## src/rtl/instr_sequencer_if.sv

```systemverilog
// Sequencer bus: instruction FIFO write side, CPU handshake and result report.
// master drives stimulus/CPU inputs, slave is the sequencer.
interface instr_sequencer_if #(
   parameter int DEPTH = 8
);
   localparam int CW = $clog2(DEPTH) + 1;

   logic          wr_en;
   logic [15:0]   wr_data;
   logic          full;
   logic          empty;
   logic [CW-1:0] count;
   logic          run;
   logic          cpu_waiting;
   logic [15:0]   cpu_out;
   logic          cpu_N;
   logic          cpu_V;
   logic          cpu_Z;
   logic [15:0]   cpu_instr;
   logic          cpu_load;
   logic          cpu_start;
   logic [15:0]   result;
   logic [2:0]    result_flags;
   logic          result_valid;
   logic [7:0]    retired;
   logic          busy;
   logic          timeout_err;

   modport master (
      output wr_en, wr_data, run, cpu_waiting, cpu_out,
      output cpu_N, cpu_V, cpu_Z,
      input  full, empty, count, cpu_instr, cpu_load, cpu_start,
      input  result, result_flags, result_valid, retired, busy,
      input  timeout_err
   );

   modport slave (
      input  wr_en, wr_data, run, cpu_waiting, cpu_out,
      input  cpu_N, cpu_V, cpu_Z,
      output full, empty, count, cpu_instr, cpu_load, cpu_start,
      output result, result_flags, result_valid, retired, busy,
      output timeout_err
   );
endinterface

```

## src/rtl/instr_sequencer.sv

```systemverilog
// Instruction sequencer: FIFO of 16-bit words issued one at a time to a CPU
// through a load/start/ack/exec handshake, with timeout and result capture.
module instr_sequencer #(
   parameter int DEPTH   = 8,
   parameter int TIMEOUT = 32
) (
   input logic              clk,
   input logic              rst,
   instr_sequencer_if.slave bus
);
   localparam int AW = $clog2(DEPTH);
   localparam int CW = AW + 1;
   localparam int TW = $clog2(TIMEOUT + 1);

   typedef enum logic [2:0] {
      IDLE, LOAD, START, ACK, EXEC, DONE
   } state_t;

   state_t        state;
   state_t        state_nx;
   logic [15:0]   mem [DEPTH];
   logic [AW-1:0] wptr;
   logic [AW-1:0] rptr;
   logic [CW-1:0] fcnt;
   logic [TW-1:0] wcnt;
   logic [15:0]   instr_q;
   logic [15:0]   res_q;
   logic [2:0]    flg_q;
   logic          rv_q;
   logic [7:0]    ret_q;
   logic          err_q;
   logic          push;
   logic          pop;
   logic          tmo;
   logic          set_err;

   // A pop in LOAD frees a slot, so a push into a full FIFO still lands.
   assign pop  = (state == LOAD);
   assign push = bus.wr_en && (!bus.full || pop);
   assign tmo  = (wcnt >= TW'(TIMEOUT - 1));

   assign bus.full         = (fcnt == CW'(DEPTH));
   assign bus.empty        = (fcnt == '0);
   assign bus.count        = fcnt;
   assign bus.cpu_instr    = pop ? mem[rptr] : instr_q;
   assign bus.cpu_load     = pop;
   assign bus.cpu_start    = (state == START);
   assign bus.result       = res_q;
   assign bus.result_flags = flg_q;
   assign bus.result_valid = rv_q;
   assign bus.retired      = ret_q;
   assign bus.busy         = (state != IDLE);
   assign bus.timeout_err  = err_q;

   always_comb begin
      state_nx = state;
      set_err  = 1'b0;
      unique case (state)
         IDLE: begin
            if (bus.run && !bus.empty && bus.cpu_waiting && !err_q)
               state_nx = LOAD;
         end
         LOAD:  state_nx = START;
         START: state_nx = ACK;
         ACK: begin
            if (!bus.cpu_waiting) begin
               state_nx = EXEC;
            end else if (tmo) begin
               state_nx = IDLE;
               set_err  = 1'b1;
            end
         end
         EXEC: begin
            if (bus.cpu_waiting) begin
               state_nx = DONE;
            end else if (tmo) begin
               state_nx = IDLE;
               set_err  = 1'b1;
            end
         end
         DONE:    state_nx = IDLE;
         default: state_nx = IDLE;
      endcase
   end

   always_ff @(posedge clk) begin
      if (rst) state <= IDLE;
      else     state <= state_nx;
   end

   always_ff @(posedge clk) begin
      if (!rst && push) mem[wptr] <= bus.wr_data;
   end

   always_ff @(posedge clk) begin
      if (rst) begin
         wptr    <= '0;
         rptr    <= '0;
         fcnt    <= '0;
         wcnt    <= '0;
         instr_q <= '0;
         res_q   <= '0;
         flg_q   <= '0;
         rv_q    <= 1'b0;
         ret_q   <= '0;
         err_q   <= 1'b0;
      end else begin
         rv_q <= (state == DONE);
         if (push) wptr <= wptr + 1'b1;
         if (pop) begin
            rptr    <= rptr + 1'b1;
            instr_q <= mem[rptr];
         end
         if (push && !pop)      fcnt <= fcnt + 1'b1;
         else if (pop && !push) fcnt <= fcnt - 1'b1;
         // Counts cycles spent waiting on the CPU after the start strobe.
         if (state == START)
            wcnt <= '0;
         else if (state == ACK || state == EXEC)
            wcnt <= wcnt + 1'b1;
         if (set_err) err_q <= 1'b1;
         if (state == DONE) begin
            res_q <= bus.cpu_out;
            flg_q <= {bus.cpu_Z, bus.cpu_N, bus.cpu_V};
            ret_q <= ret_q + 1'b1;
         end
      end
   end
endmodule
```

## src/flat_wrapper.sv

```systemverilog
// flat-port wrapper written by rule: the top's interface ports become plain ports
module instr_sequencer_flat 
#(
   parameter int DEPTH   = 8,
   parameter int TIMEOUT = 32
)
  (clk, rst, bus_wr_en, bus_wr_data, bus_run, bus_cpu_waiting, bus_cpu_out, bus_cpu_N, bus_cpu_V, bus_cpu_Z, bus_full, bus_empty, bus_count, bus_cpu_instr, bus_cpu_load, bus_cpu_start, bus_result, bus_result_flags, bus_result_valid, bus_retired, bus_busy, bus_timeout_err);
  instr_sequencer_if #(.DEPTH(DEPTH)) bus_i ();
  input logic clk;
  input logic rst;
  input wire logic [$bits(bus_i.wr_en)-1:0] bus_wr_en;
  input wire logic [$bits(bus_i.wr_data)-1:0] bus_wr_data;
  input wire logic [$bits(bus_i.run)-1:0] bus_run;
  input wire logic [$bits(bus_i.cpu_waiting)-1:0] bus_cpu_waiting;
  input wire logic [$bits(bus_i.cpu_out)-1:0] bus_cpu_out;
  input wire logic [$bits(bus_i.cpu_N)-1:0] bus_cpu_N;
  input wire logic [$bits(bus_i.cpu_V)-1:0] bus_cpu_V;
  input wire logic [$bits(bus_i.cpu_Z)-1:0] bus_cpu_Z;
  output wire logic [$bits(bus_i.full)-1:0] bus_full;
  output wire logic [$bits(bus_i.empty)-1:0] bus_empty;
  output wire logic [$bits(bus_i.count)-1:0] bus_count;
  output wire logic [$bits(bus_i.cpu_instr)-1:0] bus_cpu_instr;
  output wire logic [$bits(bus_i.cpu_load)-1:0] bus_cpu_load;
  output wire logic [$bits(bus_i.cpu_start)-1:0] bus_cpu_start;
  output wire logic [$bits(bus_i.result)-1:0] bus_result;
  output wire logic [$bits(bus_i.result_flags)-1:0] bus_result_flags;
  output wire logic [$bits(bus_i.result_valid)-1:0] bus_result_valid;
  output wire logic [$bits(bus_i.retired)-1:0] bus_retired;
  output wire logic [$bits(bus_i.busy)-1:0] bus_busy;
  output wire logic [$bits(bus_i.timeout_err)-1:0] bus_timeout_err;
  assign bus_i.wr_en = bus_wr_en;
  assign bus_i.wr_data = bus_wr_data;
  assign bus_i.run = bus_run;
  assign bus_i.cpu_waiting = bus_cpu_waiting;
  assign bus_i.cpu_out = bus_cpu_out;
  assign bus_i.cpu_N = bus_cpu_N;
  assign bus_i.cpu_V = bus_cpu_V;
  assign bus_i.cpu_Z = bus_cpu_Z;
  assign bus_full = bus_i.full;
  assign bus_empty = bus_i.empty;
  assign bus_count = bus_i.count;
  assign bus_cpu_instr = bus_i.cpu_instr;
  assign bus_cpu_load = bus_i.cpu_load;
  assign bus_cpu_start = bus_i.cpu_start;
  assign bus_result = bus_i.result;
  assign bus_result_flags = bus_i.result_flags;
  assign bus_result_valid = bus_i.result_valid;
  assign bus_retired = bus_i.retired;
  assign bus_busy = bus_i.busy;
  assign bus_timeout_err = bus_i.timeout_err;
  instr_sequencer #(.DEPTH(DEPTH), .TIMEOUT(TIMEOUT)) u_core (.clk(clk), .rst(rst), .bus(bus_i));
endmodule
```

## config.mk

```make
export PLATFORM = sky130hd
export DESIGN_NAME = instr_sequencer_flat
export DESIGN_NICKNAME = d
export VERILOG_FILES = /design/src/rtl/instr_sequencer_if.sv /design/src/rtl/instr_sequencer.sv /design/src/flat_wrapper.sv
export SDC_FILE = /design/constraint.sdc
export NUM_CORES = 1
export LEC_CHECK = 0
export BUFFER_PORTS_ARGS = -buffer_cell sky130_fd_sc_hd__buf_4
export CORE_MARGIN = 1
export CORE_UTILIZATION = 60
export DETAILED_ROUTE_END_ITERATION = 6
export GPL_ROUTABILITY_DRIVEN = 0
export PLACE_DENSITY = 0.82
export RECOVER_POWER = 25
export REMOVE_ABC_BUFFERS = 1
export SKIP_LAST_GASP = 1
export SLEW_MARGIN = 5
export SYNTH_ARGS = -nofsm -noshare
export SYNTH_HDL_FRONTEND = slang
export SYNTH_SLANG_ARGS = --single-unit
```

## constraint.sdc

```tcl
create_clock -name clk -period 5.2 [get_ports clk]
set_input_delay 0.26 -clock clk [delete_from_list [all_inputs] [get_ports clk]]
set_output_delay 0.26 -clock clk [all_outputs]
set_load 0.1 [all_outputs]
```

==> results of run 1 <==
per-layer routing:
layer	global-route usage, %	vias to the layer above	wire length, um
met4	11.52	0	336
li1	-	2113	-
met2	43.39	204	7857
met1	28.86	2244	5793
met5	0	-	0
met3	7.782	26	1119
power by group through the flow:
stage	clock [mW]	sequential, mW	combinational [mW]
after floorplan	0	1.94	0.886
after CTS	1.27	1.84	1.25
after global routing	1.33	1.86	1.30
after global placement	0	1.87	1.23
after detailed placement	0	1.88	1.25
final	1.25	1.84	1.25
cell usage after synthesis (2+ instances only):
| library cell | number |
|---|---|
| mux4_1 | 12 |
| edfxtp_1 | 128 |
| nand3b_1 | 3 |
| and3b_1 | 2 |
| dfxtp_1 | 67 |
| nor3_1 | 20 |
| buf_2 | 12 |
| nor4_2 | 2 |
| o21ai_0 | 4 |
| nand2b_1 | 2 |
| a31oi_1 | 2 |
| buf_1 | 2 |
| mux2i_1 | 3 |
| xor2_1 | 9 |
| ha_1 | 7 |
| or2_2 | 2 |
| clkbuf_1 | 9 |
| mux4_2 | 20 |
| inv_2 | 2 |
| nand4_1 | 5 |
| nand3_1 | 3 |
| xnor2_1 | 9 |
| buf_6 | 5 |
| a21oi_1 | 27 |
| inv_1 | 3 |
| nor3b_1 | 2 |
| o22ai_1 | 15 |
| nand2_1 | 51 |
| nor2_1 | 67 |
area by class of cell:
type                            instances  area share, %
Clock buffer                           23          5.123
Inverter                                5         0.2100
Multi-Input combinational cell        288          25.27
Timing Repair Buffer                  100          7.811
Sequential cell                       195          58.03
Clock inverter                          9          1.204
Tap cell                              168          2.352
kinds of logic after synthesis:
| kind of cell | after synthesis |
|---|---|
| buffers and inverters | 34 |
| AND/OR/NAND/NOR | 169 |
| multiplexers | 36 |
| flip-flops | 195 |
| AO/OA/AOI/OAI | 57 |
| adder cells (fa/ha/maj) | 8 |
| XOR/XNOR | 18 |
sequential cells by signal, indices dropped and copies added (netlist names), named ones only:
name	cells
u_core.mem	128
u_core.bus.result	16
u_core.instr_q	16
u_core.bus.retired	8
u_core.wcnt	6
u_core.bus.count	4
u_core.bus.result_flags	3
u_core.rptr	3
u_core.state	3
u_core.wptr	3
u_core.bus.result_valid	1
u_core.bus.timeout_err	1
worst paths after layout:
path	start	end	slack, ns	cells past startpoint
worst max-delay path	u_core.state[0]	u_core.bus.count[3]	1.88	12
worst min register to register	u_core.bus.result[9]	u_core.bus.result[9]	0.46	2
worst max register to register	u_core.state[0]	u_core.bus.count[3]	1.88	12
worst min-delay path	bus_wr_data[13]	u_core.mem[2][13]	0.07	1
stage by stage:
stage	total power [mW]	instances	utilization [%]	setup WS, ns	cell area [um2]
floorplan	2.825	488	-	0.4371	7413
global placement	3.100	756	69.28	2.127	8426
detailed placement	3.124	756	69.28	1.909	8426
CTS	4.367	788	73.93	1.883	8991
global route	4.487	788	73.50	1.690	8939
finish	4.337	788	73.50	1.876	8939
critical path, delay by kind of cell (launching register included):
kind	cells	cell delay (ns)
adders and majority gates	2	0.51
and+or+nand+nor	1	0.25
buffers and inverters	4	0.65
muxes	1	0.35
DFF	1	0.60
AOI/OAI and AO/OA	4	0.85
==> summary.txt, run 1 <==
Critical path
  – Crit path kind: reg -> reg
  – Startpoint Class: register
  – CP arrival: 3.65 ns
  – Maximum fanout along the worst path: 22
  – Max stage delay on crit path: 0.60 ns
  – CP Capture Type: register
  – Worst path slowest cell: dfxtp_1
  – Worst path cell trace: nor3b_4, buf_4, inv_2, a21bo_2, inv_2, ha_1, inv_1, ha_1, a21oi_1, a211oi_1, a31oi_1, mux2_2
  – Critical Path RT: 5.52 ns

Clock tree
  – Clock root cell: clkbuf_16
  – Clock Latency Late Sink: 0.44 ns
  – TritonCTS sink count: ~200
  – CTS Hold Bufs: 0
  – CTS tree: done
  – Setup Buffers After CTS: 0
  – Post-cts resize count: 0
  – Max Buffers Root-to-Sink: 2
  – CTS clk-pin slew, worst paths: approximately 0.06 ns
  – H-tree Lvls: 4
  – Num CTS Buffers: 17

Detailed routing
  – Vias/cell: 5.821
  – Routed wire length: 15.11 mm
  – Post-route ant nets: 0
  – WL/cell: 19.17 um
  – DRT Pass-1 Iters: 5
  – First DRT Iteration DRCs: 415
  – Drt drc: 0
  – DR vias: 4587

Pwr
  – Pwr Density: 485.3 nW/um2
  – VDD IR max: 0.3989 mV
  – Sw frac: between 30% and 40%
  – Reg power frac: 42.5%
  – Internal power: 2.787 mW
  – Comb pwr share: 28.7%
  – Clock power share: about 29%
  – Switch Pwr: 1.551 mW
  – Pleak: between 3 and 4 nW

Yosys
  – Synth Instances: 517
  – Combinational family with the most area after synthesis: multiplexers
  – Top FF cell, synth: edfxtp_1
  – Post-synthesis mux area share: a little over a tenth
  – Yosys top cell area share: approximately half
  – Synthesis-stage register bit count: roughly 200
  – Post-synth EDFFs: about 130
  – Post-synth cell types: between 50 and 60
  – Fraction of registers with async set/reset: 0%
  – Xor/xnor cell area share of the yosys netlist: around 2.1%
  – Compound-cell area share of the yosys netlist: 4.575%
  – Cell Area, Synth: 7576 um2
  – Syn Area/Cell: 14.65 um2
  – Ranking of synthesized cells by area: edfxtp_1 51%, dfxtp_1 18%, mux4_2 5.9%, mux4_1 4.2%, nor2_1 3.3%
  – Cell taking the most area after synthesis: edfxtp_1
  – Post-synthesis sequential area ratio: 68.44%
  – Synth warn: 0
  – Post-synthesis simple-gate area fraction: 10.44%
  – Synth Area in Adders: under 10%

STA
  – RSZ-0062 raised after global routing: false
  – Fin crit share: 63.92%
  – Hold_ws: 0.06633 ns
  – Clk_skew: ~0.013 ns
  – Final setup violation count: 0
  – Worst slew pin tran: ~1.1 ns
  – Hold Vio Cnt, Final: 0
  – Max-slew headroom: 23.48%
  – Fmax achieved: 300.8 MHz
  – Minimum clock period: 3.324 ns
  – Final setup TNS: 0 ns
  – Slew Viols, Final: 0

Die
  – Row cnt: 40
  – Io pins: 94
  – Total die area: 13080 um2
  – Die Span X: 114.4 um
  – Die Y: 114.4 um
  – Core area: 12160 um2
  – Initial cell density of the core: 62.29%

Final layout
  – Multi-input logic area: 2258 um2
  – Share of layout cells above drive strength 1: 24.35%
  – Most common cell after layout, fill and taps aside: edfxtp_1
  – Register area: 5187 um2
  – Commonest non-fill, non-tap cells in the layout: 128 x edfxtp_1, 86 x buf_4, 67 x nor2_1
  – # fillers: 769
  – # diodes: 0
  – Area Growth Syn to Fin: 17.99%
  – Final #Nets: approximately 660

Global route
  – Pin count of the biggest net entering global routing: 63
  – Grt total ovfl: 0
  – Vias in the first global route: around 4600
  – Initial antenna violation count: 0
  – First-pass GRT wire length: approximately 24 mm
  – Total track usage: 25.16%

Place
  – I/O Buffers: 93
  – HPWL after detailed placement: slightly above 9 mm

Min path
  – Worst hold path class: in -> reg

Outcome
  – Status: finished clean

Job
  – Max_cap viols: 0
(Power assumes the default switching activity.)
==> inputs of run 2 (changes only) <==
--- a/config.mk
+++ b/config.mk
@@ -7,10 +7,10 @@
 export LEC_CHECK = 0
 export BUFFER_PORTS_ARGS = -buffer_cell sky130_fd_sc_hd__buf_4
 export CORE_MARGIN = 1
-export CORE_UTILIZATION = 60
+export CORE_UTILIZATION = 57
 export DETAILED_ROUTE_END_ITERATION = 6
 export GPL_ROUTABILITY_DRIVEN = 0
-export PLACE_DENSITY = 0.82
+export PLACE_DENSITY = 0.79
 export RECOVER_POWER = 25
 export REMOVE_ABC_BUFFERS = 1
 export SKIP_LAST_GASP = 1
==> constraint.sdc (replaced) <==
create_clock -name clk -period 3.31 [get_ports clk]
set_input_delay 0.1655 -clock clk [delete_from_list [all_inputs] [get_ports clk]]
set_output_delay 0.1655 -clock clk [all_outputs]
set_load 0.1 [all_outputs]
==> summary.txt, run 2 (synthesized netlist as in run 1, its figures left out) <==
Place
  – Placed Instances: 765
  – Post-place setup slack: around 0.48 ns
  – HPWL after detailed placement: 9.134 mm
  – Placement Cell Area: 8473 um2
  – I/O Buffers: 93

Detailed routing
  – Vias/cell: 5.622
  – Max layer used: met4
  – DRT Pass-1 Iters: 5
  – Routed wire length: 15.31 mm
  – Post-route ant nets: 0
  – WL/cell: 18.47 um
  – Met3 routed WL: 937 um
  – Met1 WL: ~6.2 mm
  – DR vias: approximately 4700
  – Met2 WL: 7.903 mm
  – First DRT Iteration DRCs: 330
  – Drt drc: 0

STA
  – Final setup TNS: 0 ns
  – Fin crit share: between 80% and 90%
  – Slew Viols, Final: 0
  – Final WS setup: 0.3731 ns
  – Final setup violation count: 0
  – Max-slew headroom: 39.14%
  – RSZ-0062 raised after global routing: false
  – Fmax achieved: between 300 and 400 MHz
  – Worst slew pin tran: 0.9128 ns
  – Hold Vio Cnt, Final: 0
  – Minimum clock period: 2.937 ns
  – Clk_skew: a little over 0.01 ns

Final layout
  – Finished Core Util: 73.13%
  – Reg with most FFs: u_core.mem
  – Fin cells: 829
  – Final #Nets: 692
  – Max reg flops: 128
  – # diodes: 0
  – Commonest non-fill, non-tap cells in the layout: 128 x edfxtp_1, 90 x buf_4, 67 x nor2_1
  – Share of layout cells above drive strength 1: 24.66%
  – Area Growth Syn to Fin: 23.30%
  – Most common cell after layout, fill and taps aside: edfxtp_1
  – Fin area: 9341 um2

Global route
  – Grt total ovfl: 0
  – First-pass GRT wire length: 23.55 mm
  – Total track usage: ~24%
  – Vias in the first global route: about 4700
  – Pin count of the biggest net entering global routing: 63
  – Initial antenna violation count: 0

Die
  – Total die area: 13760 um2
  – Io pins: 94
  – Core area: about 13000 um2
  – Row cnt: 41
  – Initial cell density of the core: 59.31%
  – Die Span X: ~120 um
  – Die Y: 117.3 um

Critical path
  – R2R depth: 11
  – Crit path kind: reg -> out
  – CP arrival: between 2 and 3 ns
  – Critical Path RT: approximately 3.1 ns
  – Maximum fanout along the worst path: 21
  – Startpoint Class: register
  – CP Capture Type: primary output

Clock tree
  – Num CTS Buffers: 17
  – CTS clk-pin slew, worst paths: 0.07 ns
  – Clock Latency Late Sink: 0.43 ns
  – H-tree Lvls: 4
  – CTS tree: done
  – Max Buffers Root-to-Sink: 2
  – Setup Buffers After CTS: 0
  – Clock root cell: clkbuf_16
  – TritonCTS sink count: a little under 200

Pwr
  – Sw frac: 35.93%
  – Comb pwr share: between 20% and 30%
  – Switch Pwr: 2.480 mW
  – Clock power share: 29.2%
  – Pwr Density: between 700 and 800 nW/um2
  – Internal power: 4.423 mW
  – Pleak: 3.317 nW
  – Reg power frac: around two fifths
  – VDD IR max: roughly 0.60 mV

Outcome
  – Status: finished clean

Min path
  – Cell count of the worst hold path: 3
  – Worst hold path class: in -> reg

Job
  – Max_cap viols: 0
[run 2: changes by cell type in the layout (fill, tap and decap cells not counted), sizes merged]
| cell | before | now |
|---|---|---|
| buf | 86 | 92 |
| clkbuf | 37 | 31 |
| clkinv | 4 | 6 |
| clkinvlp | 2 | 3 |
| dlygate4sd3 | 0 | 32 |
| inv | 6 | 8 |
[run 2: worst max-delay path: stages (launching register included)]
cell and delay [ns]:
dfxtp_1 0.60, nor3b_4 0.30, buf_4 0.35, nand2_2 0.35
o22ai_1 0.36, nor2_1 0.12, buf_4 0.25
[run 2: final cells by class]
class                      instances  area (um2)
clock buffer                      18       439.2
clock inverter                    14       152.6
fill                             793        3432
tap                              172       215.2
timing repair buffer             137        1085
inverter                           5       18.77
sequential                       195        5186
multi-input combinational        288        2245
[run 2: path summary, 6_finish.rpt]
check / endpoint / from / slack, ns
worst max register to register: u_core.bus.count[3] / u_core.state[0] / 0.40
worst max-delay path: bus_cpu_instr[10] / u_core.state[0] / 0.37
worst min-delay path: u_core.bus.result[2] / bus_cpu_out[2] / 0.01
worst min register to register: u_core.bus.result[4] / u_core.bus.result[4] / 0.46
[run 2: power by group through the flow]
stage | clock, mW | combinational, mW | sequential, mW
global route | 2.14 | 2.14 | 2.87
detailed placement | 0 | 2.00 | 2.91
global placement | 0 | 1.98 | 2.90
finish | 2.01 | 2.03 | 2.86
floorplan | 0 | 1.24 | 3.00
CTS | 2.04 | 2.04 | 2.86
[run 2: metal layers]
metal | GRT usage (%) | up-vias
met5 | 0 | -
met4 | 11.39 | 0
met3 | 4.995 | 17
met2 | 42.31 | 179
met1 | 28.90 | 2270
li1 | - | 2195
[run 2: what timing repair did]
item                                   CTS  global route
gates resized for setup                  0             2
endpoints found under the hold margin  144             0
hold buffers                            32             0
setup endpoints to repair                0            11
[run 2: stage by stage]
stage | power [mW] | hold slack [ns]
3_3_place_gp | 4.878 | 0.3937
4_1_cts | 6.942 | 0.004181
3_5_place_dp | 4.915 | 0.3980
5_1_grt | 7.157 | 0.01046
2_1_floorplan | 4.235 | 0.2346
6_report | 6.903 | 0.01426
==> inputs of run 3 (changes only) <==
--- a/config.mk
+++ b/config.mk
@@ -6,7 +6,7 @@
 export NUM_CORES = 1
 export LEC_CHECK = 0
 export BUFFER_PORTS_ARGS = -buffer_cell sky130_fd_sc_hd__buf_4
-export CORE_MARGIN = 1
+export CORE_MARGIN = 2
 export CORE_UTILIZATION = 57
 export DETAILED_ROUTE_END_ITERATION = 6
 export GPL_ROUTABILITY_DRIVEN = 0
==> summary.txt, run 3 (synthesized netlist as in run 1, its figures left out) <==
Outcome
  – Status: finished clean

STA
  – Worst slew pin tran: ~0.83 ns
  – Clk_skew: ~0.008 ns
  – Hold_ws: 0.006791 ns
  – Slew Viols, Final: 0
  – Final WS setup: 0.1831 ns
  – Minimum clock period: 3.127 ns
  – Max-slew headroom: 44.38%
  – Fmax achieved: 319.8 MHz
  – Final setup TNS: 0 ns
  – Final setup violation count: 0
  – RSZ-0062 raised after global routing: false
  – Hold Vio Cnt, Final: 0
  – Fin crit share: 94.47%

Die
  – Row cnt: 42
  – Io pins: 94
  – Total die area: 14230 um2
  – Die Span X: 119.3 um
  – Initial cell density of the core: 57.90%
  – Die Y: 119.3 um
  – Core area: roughly 13000 um2

Final layout
  – Final #Nets: 692
  – Commonest non-fill, non-tap cells in the layout: 128 x edfxtp_1, 97 x buf_4, 67 x nor2_1
  – Reg with most FFs: u_core.mem
  – Most common cell after layout, fill and taps aside: edfxtp_1
  – Fin area: about 9300 um2
  – Share of layout cells above drive strength 1: 24.81%
  – Area Growth Syn to Fin: 22.84%
  – # diodes: 0
  – Fin cells: 833
  – Max reg flops: approximately 130
  – Finished Core Util: between 70% and 80%
  – # fillers: 858

Clock tree
  – CTS tree: done
  – CTS clk-pin slew, worst paths: 0.06 ns
  – Num CTS Buffers: 17
  – Max Buffers Root-to-Sink: 2
  – Clock root cell: clkbuf_16
  – TritonCTS sink count: 195
  – Clock Latency Late Sink: 0.43 ns
  – H-tree Lvls: 4
  – Setup Buffers After CTS: 0

Min path
  – Hold Path End: u_core.bus.result[10]
  – Worst hold path class: in -> reg
  – Hold Startpoint: bus_cpu_out[10]
  – Cell count of the worst hold path: 3

Detailed routing
  – Vias/cell: around 5.7
  – Post-route ant nets: 0
  – Routed wire length: 15.59 mm
  – WL/cell: 18.72 um
  – DRT Pass-1 Iters: 5
  – DR vias: 4707
  – Drt drc: 0
  – First DRT Iteration DRCs: 398

Critical path
  – Maximum fanout along the worst path: 21
  – Critical Path RT: 3.14 ns
  – CP arrival: slightly below 3 ns
  – Worst reg2reg path startpoint: u_core.state[0]
  – Startpoint Class: register
  – Reg-to-Reg End: u_core.bus.count[3]
  – Critical Path Most Common Cell: buf_4
  – Worst R2R Setup Slack: 0.44 ns
  – Worst path slowest cell: dfxtp_1
  – CP Capture Type: primary output
  – Crit path kind: reg -> out
  – Max stage delay on crit path: 0.61 ns
  – R2R depth: 11
  – Worst path cell trace: nor3b_4, buf_4, nand2b_1, o22ai_1, nor2_1, buf_4

Global route
  – Pin count of the biggest net entering global routing: 63
  – First-pass GRT wire length: 24.34 mm
  – Vias in the first global route: about 4700
  – Grt total ovfl: 0
  – Initial antenna violation count: 0
  – Total track usage: 22.92%

Pwr
  – Pleak: ~3.3 nW
  – Design Power: 6.913 mW
  – VDD IR max: 0.6029 mV
  – Pwr Density: 742.9 nW/um2

Place
  – Placement Cell Area: between 8000 and 9000 um2
  – HPWL after detailed placement: between 9 and 10 mm
  – Placed Instances: 773
  – Post-place setup slack: 0.5053 ns
  – I/O Buffers: 93

Job
  – Max_cap viols: 0
## run 3: cell types whose count changed in the layout (fill, tap and decap cells not counted), sizes merged
cell	before	now
inv	8	6
bufinv	2	3
buf	92	97
clkbuf	31	33
dlygate4sd3	32	28
clkinvlp	3	1
## run 3: timing repair
item,CTS,global route
endpoints found under the setup margin,0,3
hold buffers,28,0
gates resized for setup,0,1
hold endpoints to repair,140,0
## run 3: area by class of cell
type | instances | area (um2) | share of cell area, %
well taps | 176 | 220.2 | 2.366
inverters | 5 | 18.77 | 0.2017
flip-flops and latches | 195 | 5186 | 55.73
clock buffers | 21 | 450.4 | 4.840
clock inverters | 11 | 135.1 | 1.452
multi-input cells | 288 | 2242 | 24.09
repair buffers | 137 | 1054 | 11.32
## run 3: critical path, delay by kind of cell, from the launching register on
kind                   cells  cell delay, ns
buffers and inverters      2            0.58
DFF                        1            0.61
and+or+nand+nor            3            0.94
AOI/OAI and AO/OA          1            0.40
## run 3: how the worst max path moves through the flow
stage	slack, ns	to	from	cells after the start
after global routing	0.006	bus_cpu_instr[0]	u_core.state[0]	6
after detailed placement	0.51	u_core.bus.count[3]	u_core.state[0]	11
after global placement	0.57	u_core.bus.count[3]	u_core.state[0]	11
after CTS	0.12	bus_cpu_instr[0]	u_core.state[0]	6
final	0.18	bus_cpu_instr[7]	u_core.state[0]	6
after floorplan	-1.45	u_core.bus.count[3]	u_core.bus.count[3]	10
## run 3: report_power, final
part	total (mW)	internal [mW]	switching [mW]
Combinational	2.03	0.547	1.48
Clock	2.02	1.20	0.821
Sequential	2.86	2.73	0.132
## run 3: routing by layer
metal	up-vias	track usage (%)	share of wire (%)
met5	-	0	0
met4	0	6.845	1.3
met3	17	5.364	5.6
met2	152	41.67	53
met1	2355	27.03	40
li1	2183	-	-
